**src/rtl/vga_scan_ctrl.sv**
```systemverilog
// VGA timing controller: halves CLOCK_50 into a pixel tick, walks H/V scan FSMs, requests one
// pixel per visible position and drives the DAC/sync pins with a fixed one-pixel-period latency.
module vga_scan_ctrl #(
    parameter int unsigned H_ACTIVE = 640,
    parameter int unsigned H_FP     = 16,
    parameter int unsigned H_SYNC   = 96,
    parameter int unsigned H_BP     = 48,
    parameter int unsigned V_ACTIVE = 480,
    parameter int unsigned V_FP     = 10,
    parameter int unsigned V_SYNC   = 2,
    parameter int unsigned V_BP     = 33,
    parameter bit          SYNC_LOW = 1'b1
) (
    input  logic       CLOCK_50,
    input  logic       reset,
    input  logic       enable,
    input  logic [7:0] pix_r,
    input  logic [7:0] pix_g,
    input  logic [7:0] pix_b,
    output logic       req_valid,
    output logic [9:0] req_x,
    output logic [9:0] req_y,
    output logic       frame_start,
    output logic       VGA_CLK,
    output logic       VGA_HS,
    output logic       VGA_VS,
    output logic       VGA_BLANK_N,
    output logic       VGA_SYNC_N,
    output logic [7:0] VGA_R,
    output logic [7:0] VGA_G,
    output logic [7:0] VGA_B
);

    typedef enum logic [1:0] {StAct, StFp, StSync, StBp} scan_state_e;

    localparam int unsigned H_TOTAL = H_ACTIVE + H_FP + H_SYNC + H_BP;
    localparam int unsigned V_TOTAL = V_ACTIVE + V_FP + V_SYNC + V_BP;

    localparam logic [9:0] HEndAct  = 10'(H_ACTIVE - 1);
    localparam logic [9:0] HEndFp   = 10'(H_ACTIVE + H_FP - 1);
    localparam logic [9:0] HEndSync = 10'(H_ACTIVE + H_FP + H_SYNC - 1);
    localparam logic [9:0] HEndTot  = 10'(H_TOTAL - 1);
    localparam logic [9:0] VEndAct  = 10'(V_ACTIVE - 1);
    localparam logic [9:0] VEndFp   = 10'(V_ACTIVE + V_FP - 1);
    localparam logic [9:0] VEndSync = 10'(V_ACTIVE + V_FP + V_SYNC - 1);
    localparam logic [9:0] VEndTot  = 10'(V_TOTAL - 1);

    function automatic scan_state_e step(input scan_state_e st, input logic [9:0] cnt,
                                         input logic [9:0] e_act, input logic [9:0] e_fp,
                                         input logic [9:0] e_sync, input logic [9:0] e_tot);
        step = st;
        unique case (st)
            StAct:  if (cnt == e_act)  step = StFp;
            StFp:   if (cnt == e_fp)   step = StSync;
            StSync: if (cnt == e_sync) step = StBp;
            StBp:   if (cnt == e_tot)  step = StAct;
        endcase
    endfunction

    logic        tick_q, tick_d;
    logic [9:0]  h_cnt_q, h_cnt_d, v_cnt_q, v_cnt_d;
    scan_state_e h_st_q, h_st_d, v_st_q, v_st_d;
    logic        cap_q, cap_d;
    logic [23:0] hold_q, hold_d;
    logic        s1_act_q, s1_act_d, s1_hs_q, s1_hs_d, s1_vs_q, s1_vs_d;
    logic        blank_n_q, blank_n_d, hs_q, hs_d, vs_q, vs_d;
    logic [23:0] rgb_q, rgb_d;

    logic ptick, active, h_wrap;

    assign ptick  = enable & tick_q;
    assign active = (h_st_q == StAct) && (v_st_q == StAct);
    assign h_wrap = (h_cnt_q == HEndTot);

    assign req_valid   = ptick & active;
    assign req_x       = h_cnt_q;
    assign req_y       = v_cnt_q;
    assign frame_start = ptick && (h_cnt_q == 10'd0) && (v_cnt_q == 10'd0);

    always_comb begin
        tick_d    = ~tick_q;
        h_cnt_d   = h_cnt_q;
        v_cnt_d   = v_cnt_q;
        h_st_d    = h_st_q;
        v_st_d    = v_st_q;
        cap_d     = req_valid;
        hold_d    = hold_q;
        s1_act_d  = s1_act_q;
        s1_hs_d   = s1_hs_q;
        s1_vs_d   = s1_vs_q;
        blank_n_d = blank_n_q;
        hs_d      = hs_q;
        vs_d      = vs_q;
        rgb_d     = rgb_q;

        // Source answers in the non-tick cycle right after its request.
        if (cap_q) hold_d = {pix_r, pix_g, pix_b};

        if (ptick) begin
            h_cnt_d = h_wrap ? 10'd0 : h_cnt_q + 10'd1;
            h_st_d  = step(h_st_q, h_cnt_q, HEndAct, HEndFp, HEndSync, HEndTot);
            if (h_wrap) begin
                v_cnt_d = (v_cnt_q == VEndTot) ? 10'd0 : v_cnt_q + 10'd1;
                v_st_d  = step(v_st_q, v_cnt_q, VEndAct, VEndFp, VEndSync, VEndTot);
            end
            // Position flags wait one pixel period so they leave with the fetched pixel.
            s1_act_d  = active;
            s1_hs_d   = (h_st_q == StSync);
            s1_vs_d   = (v_st_q == StSync);
            blank_n_d = s1_act_q;
            hs_d      = s1_hs_q ^ SYNC_LOW;
            vs_d      = s1_vs_q ^ SYNC_LOW;
            rgb_d     = s1_act_q ? hold_q : 24'd0;
        end

        if (!enable) begin
            tick_d    = 1'b0;
            h_cnt_d   = 10'd0;
            v_cnt_d   = 10'd0;
            h_st_d    = StAct;
            v_st_d    = StAct;
            cap_d     = 1'b0;
            hold_d    = 24'd0;
            s1_act_d  = 1'b0;
            s1_hs_d   = 1'b0;
            s1_vs_d   = 1'b0;
            blank_n_d = 1'b0;
            hs_d      = SYNC_LOW;
            vs_d      = SYNC_LOW;
            rgb_d     = 24'd0;
        end
    end

    always_ff @(posedge CLOCK_50 or posedge reset) begin
        if (reset) begin
            tick_q    <= 1'b0;
            h_cnt_q   <= 10'd0;
            v_cnt_q   <= 10'd0;
            h_st_q    <= StAct;
            v_st_q    <= StAct;
            cap_q     <= 1'b0;
            hold_q    <= 24'd0;
            s1_act_q  <= 1'b0;
            s1_hs_q   <= 1'b0;
            s1_vs_q   <= 1'b0;
            blank_n_q <= 1'b0;
            hs_q      <= SYNC_LOW;
            vs_q      <= SYNC_LOW;
            rgb_q     <= 24'd0;
        end else begin
            tick_q    <= tick_d;
            h_cnt_q   <= h_cnt_d;
            v_cnt_q   <= v_cnt_d;
            h_st_q    <= h_st_d;
            v_st_q    <= v_st_d;
            cap_q     <= cap_d;
            hold_q    <= hold_d;
            s1_act_q  <= s1_act_d;
            s1_hs_q   <= s1_hs_d;
            s1_vs_q   <= s1_vs_d;
            blank_n_q <= blank_n_d;
            hs_q      <= hs_d;
            vs_q      <= vs_d;
            rgb_q     <= rgb_d;
        end
    end

    assign VGA_CLK     = tick_q;
    assign VGA_HS      = hs_q;
    assign VGA_VS      = vs_q;
    assign VGA_BLANK_N = blank_n_q;
    assign VGA_SYNC_N  = 1'b0;
    assign VGA_R       = rgb_q[23:16];
    assign VGA_G       = rgb_q[15:8];
    assign VGA_B       = rgb_q[7:0];

endmodule

```
**config.mk**
```make
export PLATFORM = sky130hd
export DESIGN_NAME = vga_scan_ctrl
export DESIGN_NICKNAME = d
export VERILOG_FILES = /design/src/rtl/vga_scan_ctrl.sv
export SDC_FILE = /design/constraint.sdc
export NUM_CORES = 1
export LEC_CHECK = 0
export CORE_ASPECT_RATIO = 2
export CORE_MARGIN = 1.5
export CORE_UTILIZATION = 51
export CTS_BUF_LIST = sky130_fd_sc_hd__clkbuf_16
export DETAILED_ROUTE_END_ITERATION = 6
export PLACE_DENSITY = 0.88
export SKIP_LAST_GASP = 1
export SLEW_MARGIN = 25
export SYNTH_ARGS = -nofsm -noshare
export SYNTH_HDL_FRONTEND = slang
export SYNTH_SLANG_ARGS = --single-unit
```
**constraint.sdc**
```tcl
create_clock -name CLOCK_50 -period 3.3 [get_ports CLOCK_50]
set_input_delay 0.66 -clock CLOCK_50 [delete_from_list [all_inputs] [get_ports CLOCK_50]]
set_output_delay 0.66 -clock CLOCK_50 [all_outputs]
set_load 0.1 [all_outputs]
```
* Word-level counts from Yosys, hierarchy flattened
Cells that the tools add are included.
W data, S select, Z words.
** Operators by class
- $add $sub $neg :: 2
- Equality and inequality tests :: 25
- Mux-type cells :: 41
- Bitwise logic cells :: 5
- Reduce and logical (&&, ||, !) cells :: 10
** Operators by type and width (number)
- $mux W24 :: 5
- $mux W10 :: 7
- $eq A10 B10 Y1 const B :: 5
- $eq A10 B9 Y1 const B :: 3
- $mux W2 :: 13
- $add A10 B1 Y10 const B :: 2
- $logic_not A10 Y1 :: 2
- $ne A3 B3 Y1 const B :: 6
- $pmux W2 S4 :: 2
- $mux W1 :: 14
- $eq A2 B2 Y1 const B :: 4
- $ne A2 B1 Y1 const B :: 3
- $ne A3 B2 Y1 const B :: 2
- $reduce_and A6 Y1 :: 1
- $reduce_and A5 Y1 :: 1
- $eq A2 B1 Y1 const B :: 2
- $logic_not A2 Y1 :: 2
- $logic_and A1 B1 Y1 :: 3
- $not A1 Y1 :: 3
- $and A1 B1 Y1 :: 2
- $reduce_and A2 Y1 :: 1
** Word-level totals
- Flip-flop bits (word level) :: 80
- Output and inout bits :: 51
- Logic and storage cells :: 97

* Depth between registers and ports, before layout
- Word-level depth :: 6
- Depth in mapped cells :: 8

* Worst setup path before layout
No wires, ideal clock.
- Kind :: reg2out
- Start point :: register v_cnt_q[1] (netlist: req_y[1])
- End point :: output frame_start
- Data arrival time :: 4.491 ns
- Data required time :: 2.640 ns
- Setup slack :: -1.851 ns
- Stages on the path, launching flop included :: 5
- Buffers on the path :: 0
- Cell sequence :: dfrtp_1 inv_1 ha_1 or4b_1 nor4_1
** Between the ends
- Cells in the longest elaborated chain, start to end :: 2
** Ends and longest elaborated chain
- start, declared :: line 61 : logic [9:0] h_cnt_q, h_cnt_d, v_cnt_q, v_cnt_d;
- start signal, assigned :: line 153 : v_cnt_q <= v_cnt_d;
- $logic_not A10 Y1 :: line 78 : assign frame_start = ptick && (h_cnt_q == 10'd0) && (v_cnt_q == 10'd0);
- $logic_and A1 B1 Y1 :: line 78
- end, declared :: line 23 : output logic frame_start,
No other way between the ends.

* Worst setup path after layout
- Start point :: register h_cnt_q[0] (netlist: req_x[0])
- End point :: output frame_start
** Between the ends
- Cells in the longest elaborated chain, start to end :: 3
** Ends and longest elaborated chain
- start, declared :: line 61
- start signal, assigned :: line 152 : h_cnt_q <= h_cnt_d;
- $logic_not A10 Y1 :: line 78
- $logic_and A1 B1 Y1 (2 in a row) :: line 78
No other way between the ends.

==> run metrics <==
max_cap viols=0; RSZ-0062 raised after global routing=false; WP data required=about 2.6 ns; Post-Synth XOR/XNOR Area=under 10%; complex-gate fraction of the synthesized area=about an eighth; EDFF count, synth=0; Final min period=~2.7 ns; #FFs+latches synth=80; wirelength, routed=8460 um; IO Port Bufs=between 70 and 80; warnings from Yosys=0; Setup crit start=req_x[0]; Seq/Total Area, Yosys=between 50% and 60%; Worst setup SP type=register; WL/cell=roughly 17 um; vias in the first global route=~2,900; largest net degree at the start of global routing=between 40 and 50; hold slack=0.477 ns; commonest non-fill, non-tap cell in the layout=dfrtp_1; Critical Path AT=roughly 2 ns; DRC Markers=0; placed instance area=between 4000 and 5000 um^2; # setup viols final=0; synthesized area=3720 um^2; Finished Cell Area=about 4800 um^2; synthesis-to-layout area growth=29.0%; FMAX=roughly 370 MHz; setup_tns=0 ns; syn_nets=376; clk_lat worst skew=about 0.33 ns; Synth Area in Simple Gates=between 10% and 20%; global-route wire length before repair=approximately 14,000 um; CTS tree=done; CP Cell Sequence=inv_1 -> ha_1 -> nor4b_1 -> nand2_1 -> nor4_4 -> buf_12; initial detailed-routing violation count=251; met2 wire length=approximately 4600 um; Pwr Density=between 500 and 600 nW/um^2; total CTS buffers=9; WL met3=~300 um; Hold Vio Cnt, Final=0; GR Overflow Total=0; die area=7850 um^2; share of layout cells above drive strength 1=20.2%; post-synthesis async set-or-reset flop share=100%; H-tree Lvls=3; Crit-path slowest cell=dfrtp_1; mux share of post-synthesis cell area=under 10%; worst slew pin tran=between 0.8 and 0.9 ns; outcome=completed; fin cells=506; fin util=slightly below 70%; clock sinks=80; GPL Wtd Cong=0.871; crit share post-route=81.2%; Layout Nets=451; dpl cells=between 400 and 500; Worst-path clk slew=0.06 ns; Critical Path Sink Type=output pin; Yosys cell types=49; Mapped Cells=336; Max stage delay on crit path=between 0.4 and 0.5 ns; die width=around 63 um; met1 wire length=3440 um; r2r startpoint=req_x[0]; Worst Hold Class=reg -> reg; GRT Overall Usage=around 23%; Via-to-Cell Ratio=5.62; Initial Util=53.2%; Setup Skew=roughly 0.0057 ns; Top-Level Pins=a little under 80; Main synth FF type=dfrtp_1; HPWL Detailed=between 5000 and 6000 um; critical-path maximum fanout=7; Core Area=6990 um^2; syn avg cell area=between 10 and 15 um^2; VDD IR max=0.338 mV; Slew Limit Fails=0; diodes inserted=0; Final ANT Viol Nets=0; CTS Hold Bufs=0; vias post-DR=around 2,800; Post-CTS Resized=0; Die Y=approximately 120 um; Core Rows=43; clock buffer depth=2; Post-Synth Adder-Cell Area=between 4 and 5%; Rel. slew slack=a little under half; HP Start=s1_act_q; largest family of logic cells by synthesized area=simple AND/OR/NAND/NOR gates; kind of critical path=reg -> out; DR top layer=met4; initial antenna violation count=0; leakage=between 2 and 2.5 nW; most frequent cells in the layout=dfrtp_1 (78), buf_4 (53), nor2_1 (39); postcts setup bufs=0; Initial DRT Pass Iterations=4; Root Driver=clkbuf_16
-- where the power goes --
group          switching (mW)  internal (mW)  total [mW]
clock network           0.372          0.655        1.03
registers              0.0448           1.03        1.07
logic                   0.277          0.152       0.429
total                   0.694           1.84        2.53
-- through the flow --
step	worst slack, ns	power [mW]
2_1_floorplan	0.0397	1.39
4_1_cts	0.578	2.55
3_3_place_gp	0.715	1.51
6_report	0.622	2.53
5_1_grt	0.444	2.64
3_5_place_dp	0.656	1.52
-- sequential cells by signal, indices dropped and copies added (netlist names) --
| signal | count |
|---|---|
| req_y | 10 |
| s1_hs_q | 1 |
| req_x | 10 |
| rgb_q | 24 |
| VGA_BLANK_N | 1 |
| cap_q | 1 |
| s1_act_q | 1 |
| VGA_CLK | 1 |
| h_st_q | 2 |
| hold_q | 24 |
| v_st_q | 2 |
| s1_vs_q | 1 |
| VGA_VS | 1 |
| VGA_HS | 1 |
-- metal layers --
layer,track usage [%],vias to the layer above
met1,26.7,1416
met5,0,-
li1,-,1333
met4,9.51,0
met2,42.3,88
met3,3.34,9
-- critical path: cells and delay by family, from the launching register on --
| kind | cells | cell delay (ns) |
|---|---|---|
| flip-flops | 1 | 0.45 |
| AND/OR/NAND/NOR | 3 | 0.78 |
| buffers and inverters | 2 | 0.32 |
| adder cells (fa/ha/maj) | 1 | 0.15 |
-- area by class of cell --
| class | instances | area, um^2 |
|---|---|---|
| fill | 555 | 2200 |
| sequential | 80 | 2000 |
| multi-input combinational | 222 | 1590 |
| timing repair buffer | 82 | 718 |
| clock buffer | 9 | 225 |
| tap | 90 | 113 |
| clock inverter | 7 | 87.6 |
| inverter | 16 | 61.3 |
-- cell families after synthesis --
kind of cell,after synthesis
adders and majority gates,13
other,1
muxes,29
xor gates and xnor gates,8
buffers and inverters,34
and+or+nand+nor,110
DFF,80
AOI/OAI and AO/OA,61
-- Yosys cell counts, types with 2 or more instances --
cell	count	area, um^2
buf_1	4	15.0
dfstp_2	2	52.6
o41ai_1	2	17.5
nor3_1	3	15.0
o21ai_0	18	90.1
buf_2	7	35.0
nor4b_1	2	17.5
nand2_1	23	86.3
clkbuf_1	5	18.8
mux2i_1	29	290
o31ai_1	5	37.5
xor2_1	4	35.0
a22o_1	24	210
nand3_1	13	65.1
or3b_2	2	17.5
xnor2_1	4	35.0
nor4_1	6	37.5
inv_1	15	56.3
a21o_1	3	22.5
nand2b_1	5	31.3
nor2_1	39	146
dfrtp_1	78	1950
ha_1	13	163
and3_1	5	31.3
-- worst paths after layout --
kind,cells after the start,slack [ns],end
worst max-delay path,6,0.62,frame_start
worst min-delay path,1,0.48,s1_act_q
worst max register to register,6,0.81,req_y[6]
worst min register to register,1,0.48,s1_act_q
max in group asynchronous,3,1.89,VGA_HS
min in group asynchronous,2,0.71,hold_q[21]
(Power assumes the default switching activity.)
